File: config.mk
export PLATFORM = sky130hd
export DESIGN_NAME = q15_pwm_dac
export DESIGN_NICKNAME = d
export VERILOG_FILES = /design/src/rtl/q15_pwm_dac.sv
export SDC_FILE = /design/constraint.sdc
export NUM_CORES = 1
export LEC_CHECK = 0
export ABC_CLOCK_PERIOD_IN_PS = 2000
export BUFFER_PORTS_ARGS = -buffer_cell sky130_fd_sc_hd__buf_2
export CAP_MARGIN = 20
export CORE_AREA = 2 2 93 162
export DETAILED_ROUTE_END_ITERATION = 8
export DIE_AREA = 0 0 95 164
export PLACE_DENSITY = 0.37
export RECOVER_POWER = 25
export SLEW_MARGIN = 20
export SYNTH_ARGS = -nofsm -noshare
export SYNTH_HDL_FRONTEND = slang
export SYNTH_SLANG_ARGS = --single-unit
File: constraint.sdc
create_clock -name clk -period 2 [get_ports clk]
set_input_delay 0 -clock clk [delete_from_list [all_inputs] [get_ports clk]]
set_output_delay 0 -clock clk [all_outputs]
set_load 0.01 [all_outputs]
File: src/rtl/q15_pwm_dac.sv
// Q1.15 sample buffer driving a free-running PWM DAC; each period loads one buffered sample as its duty.
// Define Q15_PWM_DAC_ROUND_EN for round-to-nearest sample conversion (default build truncates).
module q15_pwm_dac #(
    parameter int unsigned PWM_BITS   = 12,
    parameter int unsigned FIFO_DEPTH = 4
) (
    input  logic                clk,
    input  logic                rst_n,
    input  logic                clk_en,
    input  logic                in_valid,
    input  logic [15:0]         in_data,
    output logic                in_ready,
    output logic                pwm_out,
    output logic [PWM_BITS-1:0] duty,
    output logic                underrun
);

    localparam int unsigned         AW       = $clog2(FIFO_DEPTH);
    localparam logic [PWM_BITS-1:0] CNT_MAX  = '1;
    localparam logic [PWM_BITS-1:0] CNT_ONE  = PWM_BITS'(1);
    localparam logic [PWM_BITS-1:0] MIDSCALE = PWM_BITS'(1) << (PWM_BITS - 1);
    localparam logic [AW:0]         PTR_ONE  = (AW + 1)'(1);

    logic [PWM_BITS-1:0] cnt_q, cnt_d;
    logic [PWM_BITS-1:0] duty_q, duty_d;
    logic                pwm_q, pwm_d;
    logic                underrun_q, underrun_d;
    logic [AW:0]         wr_ptr_q, wr_ptr_d;
    logic [AW:0]         rd_ptr_q, rd_ptr_d;
    logic [PWM_BITS-1:0] mem_q [FIFO_DEPTH];

    logic [15:0]         sample_q15;
    logic [PWM_BITS-1:0] code;
    logic                unused_lsbs;
    logic                empty, full, wrap, push, pop;

`ifdef Q15_PWM_DAC_ROUND_EN
    localparam logic [16:0] RND_INC = 17'(1) << (15 - PWM_BITS);
    logic [16:0] rnd_sum;

    assign rnd_sum = {in_data[15], in_data} + RND_INC;
    // A positive increment can only overflow upward: bit 16 clear with bit 15 set means above +32767.
    assign sample_q15 = (!rnd_sum[16] && rnd_sum[15]) ? 16'h7FFF : rnd_sum[15:0];
`else
    assign sample_q15 = in_data;
`endif

    // Flipping the sign bit turns two's complement into offset binary.
    assign code        = sample_q15[15 -: PWM_BITS] ^ MIDSCALE;
    assign unused_lsbs = ^sample_q15[15 - PWM_BITS:0];

    assign empty = (wr_ptr_q == rd_ptr_q);
    assign full  = (wr_ptr_q[AW] != rd_ptr_q[AW]) &&
                   (wr_ptr_q[AW-1:0] == rd_ptr_q[AW-1:0]);
    assign wrap  = clk_en && (cnt_q == CNT_MAX);
    assign push  = clk_en && in_valid && !full;
    assign pop   = wrap && !empty;

    always_comb begin
        cnt_d      = cnt_q;
        duty_d     = duty_q;
        pwm_d      = pwm_q;
        wr_ptr_d   = wr_ptr_q;
        rd_ptr_d   = rd_ptr_q;
        underrun_d = wrap && empty;

        if (clk_en) begin
            cnt_d = cnt_q + CNT_ONE;
            pwm_d = (cnt_q < duty_q);
        end
        if (push) begin
            wr_ptr_d = wr_ptr_q + PTR_ONE;
        end
        if (pop) begin
            rd_ptr_d = rd_ptr_q + PTR_ONE;
            duty_d   = mem_q[rd_ptr_q[AW-1:0]];
        end
    end

    always_ff @(posedge clk) begin
        if (!rst_n) begin
            cnt_q      <= '0;
            duty_q     <= MIDSCALE;
            pwm_q      <= 1'b0;
            underrun_q <= 1'b0;
            wr_ptr_q   <= '0;
            rd_ptr_q   <= '0;
        end else begin
            cnt_q      <= cnt_d;
            duty_q     <= duty_d;
            pwm_q      <= pwm_d;
            underrun_q <= underrun_d;
            wr_ptr_q   <= wr_ptr_d;
            rd_ptr_q   <= rd_ptr_d;
        end
    end

    always_ff @(posedge clk) begin
        if (rst_n && push) begin
            mem_q[wr_ptr_q[AW-1:0]] <= code;
        end
    end

    assign in_ready = !full;
    assign pwm_out  = pwm_q;
    assign duty     = duty_q;
    assign underrun = underrun_q;

endmodule

==> impl_metrics.yaml, run 1 <==
status:
  outcome: "finished, final reports clean"
placed_design:
  placed_cells_incl_taps: 479
  place_area_sq_um: 3990
  port-buffer-count: 30
  hpwl_microns: 5670
  place_congestion: 0.734
clock_network:
  htree_levels: 3
  cts_buffers: 9
  clock_latency_ps: 340
  cts_root_buffer: "clkbuf_16"
  clkSlewWorstSetupHoldPaths_ps: 60
  cts_setup_buffers: 0
  clk_path_buf_depth: 2
  cts_tree: "built"
  cts_sinks: 80
  cts.repair.resized: 0
  holdBufCountCts: 12
yosys:
  netlist_area_sq_um: 3510
  synth_edf_count: 48
  ys.flop_type: "edfxtp_1"
  syn_inst: 266
  yosysSeqAreaShare_pct: 59.4
  ys_types: 42
  synth_nets: 303
  ys_ff_latch: 80
  postSynthAreaPerCell_sq_um: 13.2
  synth-async-reset-ratio_pct: 0
  synth_warnings: 0
pwr:
  p_int_w: 0.00282
  p_sw_share_pct: 21.6
  p_leak_nw: 1.59
  p_seq_share_pct: 49.4
  comb_power_share_pct: 3.8
  irDropWorstVdd_mv: 0.363
  power.density_nw_per_um2: 818
  power_switching_w: 0.000777
  p_clk_share_pct: 46.9
die:
  rows: 58
  initial_core_util_pct: 24.5
  fp.dieW_microns: 95
  die_h_microns: 164
  dieArea_sq_um: 15600
  core-area_sq_um: 14300
  io_pins: 35
sta:
  layout_min_cycle_time_ps: 1760
  min_period_over_period_pct: 88.1
  final_max_slew_viol_count: 0
  worstMarginPinSlew_ps: 409
  hold_ws_ps: 96.3
  rsz0062_at_grt: "false"
  tns_ps: 0
  worst_slew_margin_rel_pct: 72.0
  hold_viol: 0
  setup_viol: 0
  fin_skew_ps: 8.03
  max_freq_mhz: 568
critical_path:
  end_kind: "register"
  startpoint: "cnt_q[0]"
  cp-start-kind: "register"
  crit_type: "register to register"
  worstPathRequired_ps: 2270
  crit_fanout: 5
  arrival_ps: 2030
  r2r-start: "cnt_q[0]"
cells_and_area:
  layout-drive-gt1-share_pct: 21.1
  layout.cells.non_filler: 507
  final_common_cell: "edfxtp_1"
  antenna_cells: 0
  area_growth_pct: 25.6
  finalNetCount: 359
  fin_util_pct: 30.8
  design_area_sq_um: 4400
  final_cell_mix: "48 x edfxtp_1, 32 x dfxtp_1, 23 x nand2_1, 20 x buf_2, 17 x ha_1"
route:
  drt-initial-drc-count: 99
  via_count: 2205
  drcViolationCount: 0
  ant_nets: 0
  via_per_inst: 4.35
  drt_wl_total_microns: 7700
  dr.pass1.iters: 4
  wl_per_cell_microns: 15.2
run:
  maxCapViolCount: 0
worst_hold_path:
  hp-start: "clk_en"
  min_path_type: "input pin to register"
global_route:
  antenna_found_initial: 0
  first_global_vias: 2257
  overflow: 0
  grt_start_max_net_pins: 21
  gr-usage-all-layers_pct: 10.9
  grt_pass1_wl_microns: 12400
-- Yosys cell counts, drive strengths merged, types with 2 or more instances --
cell type / number / share of area [%]
a21boi: 2 / 0.43
a21oi: 4 / 0.57
and2: 12 / 2.1
and3: 7 / 1.3
and3b: 2 / 0.50
and4: 3 / 0.75
buf: 7 / 1.3
clkbuf: 7 / 0.75
dfxtp: 32 / 18
edfxtp: 48 / 41
ha: 17 / 6.1
inv: 15 / 1.6
mux2i: 2 / 0.57
mux4: 12 / 7.7
nand2: 23 / 2.5
nand3: 7 / 1.4
nand4: 16 / 2.9
nor2: 3 / 0.39
nor2b: 3 / 0.54
nor3: 2 / 0.29
o21ai: 14 / 2.0
o31ai: 2 / 0.43
xnor2: 12 / 3.0
xor2: 4 / 1.2
-- worst max-delay path, cell delays in order, from the launching register on --
cell and delay, ps:
dfxtp_1 400, ha_1 180, and3_1 340, nand3_4 140, or4_1 480, a21boi_1 140
-- layer usage --
metal / track usage (%) / routed length, microns / vias to the layer above
li1: - / - / 1102
met2: 20.3 / 4480 / 27
met3: 2.66 / 246 / 8
met1: 11.3 / 2830 / 1068
met4: 4.74 / 138 / 0
met5: 0 / 0 / -
-- cell families (layout without fill, tap and decap cells) --
family / Yosys count / count (layout) / share of synthesized area, %
flip-flops: 80 / 80 / 59.4
adder cells (fa/ha/maj): 17 / 17 / 6.07
XOR/XNOR: 16 / 16 / 4.21
AO/OA/AOI/OAI: 29 / 29 / 5.18
buffers and inverters: 29 / 90 / 3.68
AND/OR/NAND/NOR: 81 / 81 / 13.2
multiplexers: 14 / 14 / 8.28
-- power by group through the flow --
stage	sequential (W)	clock (W)	combinational [W]
after floorplan	0.00181	0	0.0000625
after global placement	0.00181	0	0.000124
after detailed placement	0.00181	0	0.000124
after CTS	0.00178	0.00175	0.000143
after global routing	0.00178	0.00182	0.000154
final	0.00178	0.00169	0.000136
-- per-stage QoR --
step                setup WS, ps  power [W]
finish                       239    0.00360
global route                 159    0.00375
CTS                          215    0.00367
detailed placement           239    0.00194
global placement             298    0.00194
floorplan                    188    0.00187
-- final timing paths --
path | slack (ps) | endpoint | cells past startpoint
worst max-delay path | 240 | rd_ptr_q[2] | 5
worst min-delay path | 100 | cnt_q[1] | 3
worst max register to register | 240 | rd_ptr_q[2] | 5
worst min register to register | 460 | duty[0] | 2
-- cell type report --
type / count / area, sq um
clock buffers: 9 / 225
inverters: 15 / 56.3
repair buffers: 59 / 435
fillers: 1428 / 9890
flip-flops and latches: 80 / 2080
multi-input cells: 157 / 1290
well taps: 180 / 225
clock inverters: 7 / 82.6
-- state kept, by name, indices dropped and copies added (netlist names) --
| register | flops |
|---|---|
| mem_q | 48 |
| rd_ptr_q | 3 |
| wr_ptr_q | 3 |
| duty | 12 |
| cnt_q | 12 |
| pwm_out | 1 |
| underrun | 1 |
Note: power is estimated with default switching activity, not from simulation.
==> run 2: changes to the inputs <==
- CORE_AREA: 2 2 93 162 -> 2 2 63 110
- DIE_AREA: 0 0 95 164 -> 0 0 65 112
- PLACE_DENSITY: 0.37 -> 0.72
==> run 2 against run 1 <==
Net effect: via count shrank 2.0%; count of clock-buffer cells in the layout unchanged; core utilization grew 35 points; sequential power about the same; design area down 5.0%; critical endpoint is now mem_q[1][10]; largest cell class unchanged; largest power group unchanged; highest routed layer unchanged.
==> impl_metrics.yaml, run 2 (synthesis gave the netlist of run 1 again) <==
critical_path:
  worstPathRequired_ps: 2040
  regToRegSetupSlack_ps: 140
  r2r_end: "mem_q[1][10]"
  cp-start-kind: "register"
  crit_type: "register to register"
  arrival_ps: 1900
  r2r-start: "wr_ptr_q[0]"
  crit_fanout: 12
  startpoint: "wr_ptr_q[0]"
  end_kind: "register"
  rr_worst_depth: 4
sta:
  min_period_over_period_pct: 93.0
  worst_slew_margin_rel_pct: 69.0
  hold_viol: 0
  setup_viol: 0
  tns_ps: 0
  worstMarginPinSlew_ps: 465
  final_max_slew_viol_count: 0
  layout_min_cycle_time_ps: 1860
  max_freq_mhz: 537
  fin_skew_ps: 4.18
  rsz0062_at_grt: "false"
  worst_slack_ps: 139
cells_and_area:
  largest_reg_flops: 48
  layout-drive-gt1-share_pct: 19.6
  finalNetCount: 353
  antenna_cells: 0
  final_cell_mix: "48 x edfxtp_1, 32 x dfxtp_1, 23 x nand2_1, 21 x buf_2, 17 x ha_1"
  area_growth_pct: 19.2
  final_common_cell: "edfxtp_1"
worst_hold_path:
  worstHoldPathCells: 3
  min_path_type: "input pin to register"
  hp-start: "clk_en"
  min_to: "cnt_q[1]"
global_route:
  antenna_found_initial: 0
  grt_start_max_net_pins: 30
  gr-usage-all-layers_pct: 19.6
  overflow: 0
  first_global_vias: 2199
  grt_pass1_wl_microns: 10500
route:
  drcViolationCount: 0
  dr.pass1.iters: 4
  via_per_inst: 5.36
  via_count: 2162
  wl_per_cell_microns: 15.7
  drt-initial-drc-count: 97
  ant_nets: 0
  drt_wl_total_microns: 6330
pwr:
  irDropWorstVdd_mv: 0.675
  p_leak_nw: 1.55
  p_clk_share_pct: 46.5
  p_sw_share_pct: 20.9
  power_switching_w: 0.000743
  p_seq_share_pct: 50.1
  power.density_nw_per_um2: 849
  p_int_w: 0.00280
  comb_power_share_pct: 3.4
clock_network:
  cts.repair.resized: 0
  clkSlewWorstSetupHoldPaths_ps: 60
  cts_sinks: 80
  cts_root_buffer: "clkbuf_16"
  cts_buffers: 9
  clock_latency_ps: 340
  cts_tree: "built"
  htree_levels: 3
  clk_path_buf_depth: 2
die:
  io_pins: 35
  fp.dieW_microns: 65
  dieArea_sq_um: 7280
  core-area_sq_um: 6390
  rows: 39
  initial_core_util_pct: 54.8
  die_h_microns: 112
status:
  outcome: "finished, final reports clean"
run:
  maxCapViolCount: 0
placed_design:
  hpwl_microns: 4420
  place_congestion: 0.747
  post-place-ws_ps: 180
  port-buffer-count: 30
[run 2: cell types whose count changed in the layout (fill, tap and decap cells not counted)]
cell	change
buf_2	+1
buf_4	-2
inv_6	-1
buf_12	-4
clkbuf_1	-1
clkinv_1	+1
[run 2: layout make-up]
cell class	instances	area [sq um]
Sequential cell	80	2080
Fill cell	505	2210
Timing Repair Buffer	53	342
Clock inverter	7	77.6
Multi-Input combinational cell	157	1290
Inverter	15	56.3
Tap cell	82	103
Clock buffer	9	225
[run 2: what timing repair did]
action	4_1_cts	5_1_grt
buffers inserted	0	0
endpoints found under the hold margin	48	0
hold buffers	12	0
[run 2: worst max-delay path: stages (launching register included)]
cell and delay (ps):
dfxtp_1 410, xor2_1 330, o311a_1 380, and3_1 210, buf_4 220
[run 2: worst max-delay path by stage]
stage,end,slack [ps]
2_1_floorplan,mem_q[0][0],190
6_report,mem_q[1][10],140
5_1_grt,mem_q[0][4],40
3_3_place_gp,mem_q[2][7],250
4_1_cts,mem_q[1][11],160
3_5_place_dp,mem_q[1][6],180
[run 2: metal layers]
metal / global-route usage, % / vias up / share of wire [%]
met5: 0 / - / 0
met3: 5.76 / 7 / 3.3
met4: 8.09 / 0 / 1.2
met2: 34.2 / 37 / 56
li1: - / 1080 / -
met1: 21.8 / 1038 / 40
[run 2: stage by stage]
step | power, W | std cells | hold WS [ps] | area [sq um] | util [%]
global placement | 0.00191 | 375 | 211 | 3770 | 59.0
global route | 0.00367 | 403 | 134 | 4180 | 65.4
CTS | 0.00358 | 403 | 91.1 | 4190 | 65.6
floorplan | 0.00187 | 266 | 98.9 | 3510 | -
finish | 0.00355 | 403 | 83.5 | 4180 | 65.4
detailed placement | 0.00192 | 375 | 218 | 3770 | 59.0
[run 2: power by group through the flow]
stage	logic, W	clock network, W	registers, W
floorplan	0.0000625	0	0.00181
global placement	0.000102	0	0.00181
CTS	0.000124	0.00168	0.00178
detailed placement	0.000106	0	0.00181
global route	0.000137	0.00175	0.00178
finish	0.000120	0.00165	0.00178
==> run 3: changes to the inputs <==
- CORE_AREA: 2 2 63 110 -> 2 2 83 85
- CTS_BUF_LIST: not set -> sky130_fd_sc_hd__clkbuf_8
- DIE_AREA: 0 0 65 112 -> 0 0 85 87
- GPL_TIMING_DRIVEN: not set -> 0
- PLACE_DENSITY: 0.72 -> 0.71
==> run 3 against run 2 <==
Net effect: sequential power about the same; maximum frequency increased by 1.8%; via count increased by 3.5%; sequential cell count unchanged; highest routed layer unchanged; cell count unchanged; non-clock buffer count increased by 2; first-iteration DRC count decreased by 13%; sequential share of layout area increased by 1.0 points; combinational power increased by 6%; design area decreased by 2.0%.
==> impl_metrics.yaml, run 3 (synthesis gave the netlist of run 1 again) <==
status:
  outcome: "finished, final reports clean"
critical_path:
  crit_slowest_cell: "xor2_1"
  crit_fanout: 12
  path_delay_family: "XOR/XNOR gates"
  slowest_delay_ps: 380
  regToRegSetupSlack_ps: 170
  worstPathRequired_ps: 2050
  crit_chain: "buf_4, xor2_1, o311a_4, and3_4"
  cp-start-kind: "register"
  critPathBufInv: 1
  crit_type: "register to register"
  end_kind: "register"
  arrival_ps: 1870
clock_network:
  clkSlewWorstSetupHoldPaths_ps: 80
  clk_path_buf_depth: 2
  clock_latency_ps: 350
  htree_levels: 3
  cts_sinks: 80
  cts_setup_buffers: 0
  cts_root_buffer: "clkbuf_8"
  cts_tree: "built"
  cts_buffers: 9
sta:
  fin_skew_ps: 7.55
  max_freq_mhz: 547
  rsz0062_at_grt: "false"
  setup_viol: 0
  layout_min_cycle_time_ps: 1830
  final_max_slew_viol_count: 0
  worst_slew_margin_rel_pct: 59.4
  hold_ws_ps: 11.2
  worstMarginPinSlew_ps: 608
  min_period_over_period_pct: 91.4
  hold_viol: 0
cells_and_area:
  fin_util_pct: 62.3
  layout.cells.non_filler: 403
  layout-drive-gt1-share_pct: 19.8
  antenna_cells: 0
  final_common_cell: "edfxtp_1"
  largest_reg_flops: 48
  area_growth_pct: 16.8
  finalNetCount: 355
  final_cell_mix: "48 x edfxtp_1, 32 x dfxtp_1, 24 x buf_2, 23 x nand2_1, 17 x ha_1"
pwr:
  comb_power_share_pct: 4.1
  p_int_w: 0.00241
  p_seq_share_pct: 57.1
  p_clk_share_pct: 38.8
  power.density_nw_per_um2: 759
  p_leak_nw: 1.48
  power_switching_w: 0.000695
  irDropWorstVdd_mv: 0.679
  p_sw_share_pct: 22.3
route:
  dr.pass1.iters: 4
  drcViolationCount: 0
  drt_wl_total_microns: 6580
  via_count: 2238
  wl_per_cell_microns: 16.3
  via_per_inst: 5.55
  ant_nets: 0
  drt-initial-drc-count: 84
die:
  fp.dieW_microns: 85
  rows: 30
  core-area_sq_um: 6570
  io_pins: 35
  die_h_microns: 87
  initial_core_util_pct: 53.4
  dieArea_sq_um: 7400
placed_design:
  placed_cells_incl_taps: 375
  place_congestion: 0.766
  hpwl_microns: 4530
  port-buffer-count: 29
global_route:
  first_global_vias: 2240
  grt_start_max_net_pins: 16
  grt_pass1_wl_microns: 10800
  gr-usage-all-layers_pct: 19.3
  overflow: 0
  antenna_found_initial: 0
worst_hold_path:
  min_path_type: "input pin to register"
run:
  maxCapViolCount: 0
-- run 3: layout make-up --
cell class                 count  area (sq um)
buffer                        14          72.6
timing repair buffer          41           254
sequential                    80          2080
inverter                      15          56.3
fill                         526          2470
clock buffer                   9           124
tap                           80           100
multi-input combinational    157          1330
clock inverter                 7          80.1
-- run 3: power by group through the flow --
| stage | combinational (W) | clock, W | sequential [W] |
|---|---|---|---|
| after floorplan | 0.0000625 | 0 | 0.00181 |
| after global placement | 0.000104 | 0 | 0.00181 |
| after detailed placement | 0.000107 | 0 | 0.00181 |
| after CTS | 0.000125 | 0.00123 | 0.00178 |
| after global routing | 0.000145 | 0.00130 | 0.00178 |
| final | 0.000127 | 0.00121 | 0.00178 |
-- run 3: what timing repair did --
action | CTS | global route
gates resized for setup | 4 | 5
pin swaps | 0 | 0
endpoints found under the setup margin | 48 | 48
endpoints found under the hold margin | 48 | 0
hold buffers | 12 | 0
-- run 3: final timing paths --
kind,endpoint,start,cells past startpoint
min reg2reg,duty[0],duty[0],2
max reg2reg,mem_q[1][5],rd_ptr_q[0],4
max,mem_q[1][5],rd_ptr_q[0],4
min,cnt_q[1],clk_en,3
-- run 3: routing by layer --
metal / share of wire (%) / up-vias / track usage [%]
met2: 50 / 57 / 32.4
met4: 1.5 / 0 / 8.66
met5: 0 / - / 0
met1: 44 / 1080 / 24.6
li1: - / 1091 / -
met3: 4.4 / 10 / 3.51
-- run 3: stage by stage --
step	instance area, sq um	setup TNS, ps	total power [W]	setup slack [ps]
global route	4100	0	0.00322	62.0
CTS	4080	-699	0.00313	-28.7
global placement	3750	-8620	0.00192	-189
finish	4100	0	0.00311	171
floorplan	3510	0	0.00187	188
detailed placement	3750	-10580	0.00192	-235
-- run 3: worst min-delay path, cell delays in order --
cell and delay [ps]:
buf_4 150, mux2i_1 90, nor2b_1 100
